**src/rtl/subtractor32_seq.sv**
```systemverilog
// subtractor32_seq: multi-cycle A - B - Bin, one CHUNK-bit slice per clock, LSB first.
module subtractor32_seq #(
    parameter int WIDTH = 32,
    parameter int CHUNK = 8
) (
    input  logic             clk,
    input  logic             rst_n,
    input  logic             start,
    input  logic [WIDTH-1:0] A,
    input  logic [WIDTH-1:0] B,
    input  logic             Bin,
    output logic [WIDTH-1:0] D,
    output logic             Bout,
    output logic             V,
    output logic             busy,
    output logic             done
);
    localparam int N  = (CHUNK > 0) ? WIDTH / CHUNK : 1;
    localparam int CW = (N > 1) ? $clog2(N) : 1;

    generate
        if (CHUNK < 1 || CHUNK > WIDTH || (WIDTH % CHUNK) != 0) begin : g_bad_chunk
            $error("subtractor32_seq: WIDTH must be a multiple of CHUNK");
        end
    endgenerate

    typedef enum logic [1:0] {IDLE, RUN, DONE} state_t;

    state_t           state;
    logic [CW-1:0]    cnt;
    logic             brw;
    logic [WIDTH-1:0] a_r, b_r, w_r, w_next;
    logic [CHUNK-1:0] a_s, b_s;
    logic [CHUNK:0]   diff;
    logic             last;

    always_comb begin
        a_s    = a_r[cnt*CHUNK +: CHUNK];
        b_s    = b_r[cnt*CHUNK +: CHUNK];
        diff   = {1'b0, a_s} - {1'b0, b_s} - {{CHUNK{1'b0}}, brw};
        w_next = w_r;
        w_next[cnt*CHUNK +: CHUNK] = diff[CHUNK-1:0];
        last   = cnt == CW'(N - 1);
    end

    always_ff @(posedge clk or negedge rst_n) begin
        if (!rst_n) begin
            state <= IDLE;
            cnt   <= '0;
            brw   <= 1'b0;
            a_r   <= '0;
            b_r   <= '0;
            w_r   <= '0;
            D     <= '0;
            Bout  <= 1'b0;
            V     <= 1'b0;
            busy  <= 1'b0;
            done  <= 1'b0;
        end else begin
            case (state)
                IDLE: if (start) begin
                    a_r   <= A;
                    b_r   <= B;
                    brw   <= Bin;
                    cnt   <= '0;
                    busy  <= 1'b1;
                    state <= RUN;
                end
                RUN: begin
                    w_r <= w_next;
                    brw <= diff[CHUNK];
                    if (last) begin
                        D     <= w_next;
                        Bout  <= diff[CHUNK];
                        V     <= (a_r[WIDTH-1] != b_r[WIDTH-1]) & (w_next[WIDTH-1] != a_r[WIDTH-1]);
                        busy  <= 1'b0;
                        done  <= 1'b1;
                        state <= DONE;
                    end else begin
                        cnt <= cnt + 1'b1;
                    end
                end
                DONE: begin
                    done  <= 1'b0;
                    state <= IDLE;
                end
                default: state <= IDLE;
            endcase
        end
    end
endmodule

```
**config.mk**
```make
export PLATFORM = sky130hd
export DESIGN_NAME = subtractor32_seq
export DESIGN_NICKNAME = d
export VERILOG_FILES = /design/src/rtl/subtractor32_seq.sv
export SDC_FILE = /design/constraint.sdc
export NUM_CORES = 1
export LEC_CHECK = 0
export CORE_ASPECT_RATIO = 1.1
export CORE_MARGIN = 5
export CORE_UTILIZATION = 30
export CTS_CLUSTER_DIAMETER = 80
export DETAILED_ROUTE_END_ITERATION = 10
export GPL_ROUTABILITY_DRIVEN = 0
export GPL_TIMING_DRIVEN = 0
export SLEW_MARGIN = 30
export SYNTH_ARGS = -nofsm -noshare
export SYNTH_HDL_FRONTEND = slang
export SYNTH_SLANG_ARGS = --single-unit
```
**constraint.sdc**
```tcl
create_clock -name clk -period 3.54 [get_ports clk]
set_clock_uncertainty 0.1 [all_clocks]
set_input_delay 0.354 -clock clk [delete_from_list [all_inputs] [get_ports clk]]
set_output_delay 0.354 -clock clk [all_outputs]
set_load 0.005 [all_outputs]
```
==> impl_summary.md <==
Drt
Summed over all layers, the routed wires come to 16,600 um. After detailed routing, the number of remaining DRC violations is 0. Dividing the detail-routed via count by the number of cells gives 4.81.

The count of vias placed by the detailed router is 4,536. The first-pass detailed-route iteration total is 5. The number of DRC markers in iteration 0 is 247.

Once detail routing completed, the nets flagged for antenna violations numbered 0. The average routed wire per standard cell is 17.6 um.

STA
Counting I/O delays and the setup requirement, the final critical path takes 3420 ps. Setup slack closes at 120 ps. Setup violations remaining at the end of the flow were counted as 0. The final clock period utilization by the worst path is 96.6%.

The max-slew violation count is 0. The number of hold-slack violations in the final timing report came to 0. Summed over all failing endpoints, the final setup total negative slack is 0 ps. For this run, the top clock speed supported by timing is 292 MHz.

For the pin with the worst max-slew slack, the measured transition is 970 ps. The worst pin sits at a relative slew slack of 34.8%.

Critical path
The slowest stage of the critical path is the mux4_2 cell. The internal reg-to-reg setup slack is 120 ps. The maximum single-stage delay on the critical path is 540 ps.

The data arrival time of the critical path is 3630 ps. STA classifies the critical path endpoint as a flop. By startpoint and endpoint, the worst setup path is classified as reg2reg. For the worst setup path, the data required time is 3750 ps. In this run the worst path has a maximum fanout of 10. The signal on the critical path passes through buf_12 > buf_12 > mux4_2 > ha_1 > inv_1 > ha_1 > nand2_1 > a32oi_1 > o31a_1 > xor2_4 > a21oi_2 > o311ai_1. The critical path launch point type is a flop.

Logic synthesis
The post-synth design cell area is 6350 um^2. Of the post-synthesis cell area, the dominant cell type holds 54.0%. Synthesis produced a netlist with a net count of 606. The number of distinct library cells after synthesis is 38. In this run, synthesis inferred 0 flip-flops with an integrated enable. The cell count after synthesis came out at 518.

The most area-hungry cell type in the Yosys netlist is dfrtp_1. In the synthesized netlist the dominant register cell turns out to be dfrtp_1. The number of synthesis warnings is 0. After synthesis, the share of flip-flops with an asynchronous set or reset is 100%. The mean instance size in the synthesized netlist is 12.3 um^2. Yosys attributes the largest share of cell area to dfrtp_1, mux2_2, mux4_2.

The synthesis-stage register bit count is 137. The sequential share of the synthesized area is 54.0%.

Cells and area
The most frequent standard cell in the layout excluding fill and tap cells is dfrtp_1. The final standard cell count with taps included and fillers excluded is 944. In the layout the commonest cells are dfrtp_1, clkdlybuf4s50_1, mux2_2. The proportion of layout cells with a drive suffix above 1 is 21.5%. The repair_antennas step left the layout with diodes totalling 0.

From synthesis to final layout, the design area changed by 34.7%. The final layout contains 734 nets.

Floorplan
The floorplan step defined a die boundary enclosing 24,200 um^2. The floorplan step set the die width to 149 um. The initial cell density of the core is 30.6%. In this run the count of I/O pins placed on the die edge is 104.

From bottom edge to top edge, the die measures 163 um. The count of standard-cell rows is 55. The total area inside the core boundary comes to 20,700 um^2.

Global routing
Entering global routing, the biggest net connects 85 pins. The number of antenna violations at the first check in global routing is 0. The number of global-route vias before repair is 4,844. The first global-routing pass estimated 26,500 um of wire. The total grt overflow is 0.

Global routing used 14.2% of the available tracks across all layers.

Clock tree
The count of clock tree sinks is 137. TritonCTS built the clock tree. The post-CTS clock slew at the launch and capture registers of the worst setup and hold paths is 60 ps. The number of buffers created by CTS is 17. The maximum buffer depth of the clock tree is 2.

The H-tree level count is 4. Clock tree synthesis selected as its root buffer the cell clkbuf_16. The clock network latency to the later pin of the worst-skew pair is 420 ps.

Place
Buffers placed on the I/O ports in this run total 103. The pre-CTS setup slack is -766 ps. The half-perimeter wire length after detailed placement is 12,200 um. The count of placed standard cells including taps is 907.

Status
The run finished with clean final reports.

Job
The number of max-cap violations is 0.

Worst hold path
The kind of path behind the tightest hold check is in2async.
per-stage QoR:
| step | hold slack [ps] | utilization, % | cell area [um^2] |
|---|---|---|---|
| final | 331 | 41.3 | 8550 |
| after global routing | 367 | 41.3 | 8550 |
| after CTS | 335 | 41.1 | 8510 |
| after detailed placement | 196 | 37.5 | 7780 |
| after global placement | 360 | 37.4 | 7740 |
| after floorplan | -41.6 | - | 6350 |
metal layers:
metal,vias to the layer above,routed length [um],track usage (%)
met4,0,224,3.74
met2,127,8020,22.9
met3,15,947,4.06
li1,2100,-,-
met5,-,0,0
met1,2294,7380,18.8
worst max-delay path, delay by kind of cell (launching register included):
family / cells / cell delay [ps]
and+or+nand+nor: 1 / 110
muxes: 1 / 540
xor gates and xnor gates: 1 / 210
DFF: 1 / 390
buffers and inverters: 3 / 360
AOI/OAI and AO/OA: 4 / 940
adders and majority gates: 2 / 660
registers in the layout, indices dropped and copies added (netlist names):
name,cells
D,32
a_r,32
b_r,32
w_r,32
cnt,2
state,2
Bout,1
V,1
brw,1
busy,1
done,1
cell type report:
type                            count  area [um^2]
Sequential cell                   137         3430
Fill cell                        1926        12200
Tap cell                          285          357
Clock buffer                       19          453
Inverter                           30          113
Buffer                             30          156
Clock inverter                     13          158
Multi-Input combinational cell    321         2760
Timing Repair Buffer              109         1120
cell families (layout without fill, tap and decap cells):
group / Yosys count / count (layout) / synth area share (%)
multiplexers: 81 / 81 / 17.2
flip-flops: 137 / 137 / 54.0
AO/OA/AOI/OAI: 118 / 118 / 12.2
adder cells (fa/ha/maj): 20 / 20 / 4.18
AND/OR/NAND/NOR: 96 / 96 / 7.77
XOR/XNOR: 6 / 6 / 0.947
buffers and inverters: 60 / 201 / 3.65
cell usage after synthesis (4+ instances only):
| cell type | instances |
|---|---|
| o31ai_1 | 8 |
| nor2b_1 | 26 |
| nand2_1 | 39 |
| clkbuf_1 | 20 |
| nor2_1 | 11 |
| inv_1 | 30 |
| a21oi_1 | 31 |
| o21a_1 | 7 |
| o21ai_0 | 30 |
| nor3b_1 | 5 |
| dfrtp_1 | 137 |
| ha_1 | 18 |
| a22o_1 | 27 |
| buf_1 | 5 |
| mux4_2 | 16 |
| o221ai_1 | 4 |
| mux2_2 | 65 |
| buf_2 | 5 |
timing repair:
| action | CTS | global route |
|---|---|---|
| gates resized for setup | 16 | 6 |
| hold buffers | 1 | 0 |
| pin swaps | 1 | 0 |
| setup buffers | 4 | 0 |
| endpoints found under the hold margin | 53 | 0 |
| setup endpoints to repair | 51 | 21 |
final timing paths:
path	endpoint	startpoint	depth (start not counted)
min in group clk	D[13]	D[13]	2
hold / removal	a_r[18]	rst_n	2
setup reg to reg	V	cnt[0]	12
max in group asynchronous	w_r[22]	rst_n	3
hold reg to reg	D[13]	D[13]	2
setup / recovery	V	cnt[0]	12
Power is not shown: default switching activity piles up to over one toggle a cycle in this logic, so the estimate is an artifact.
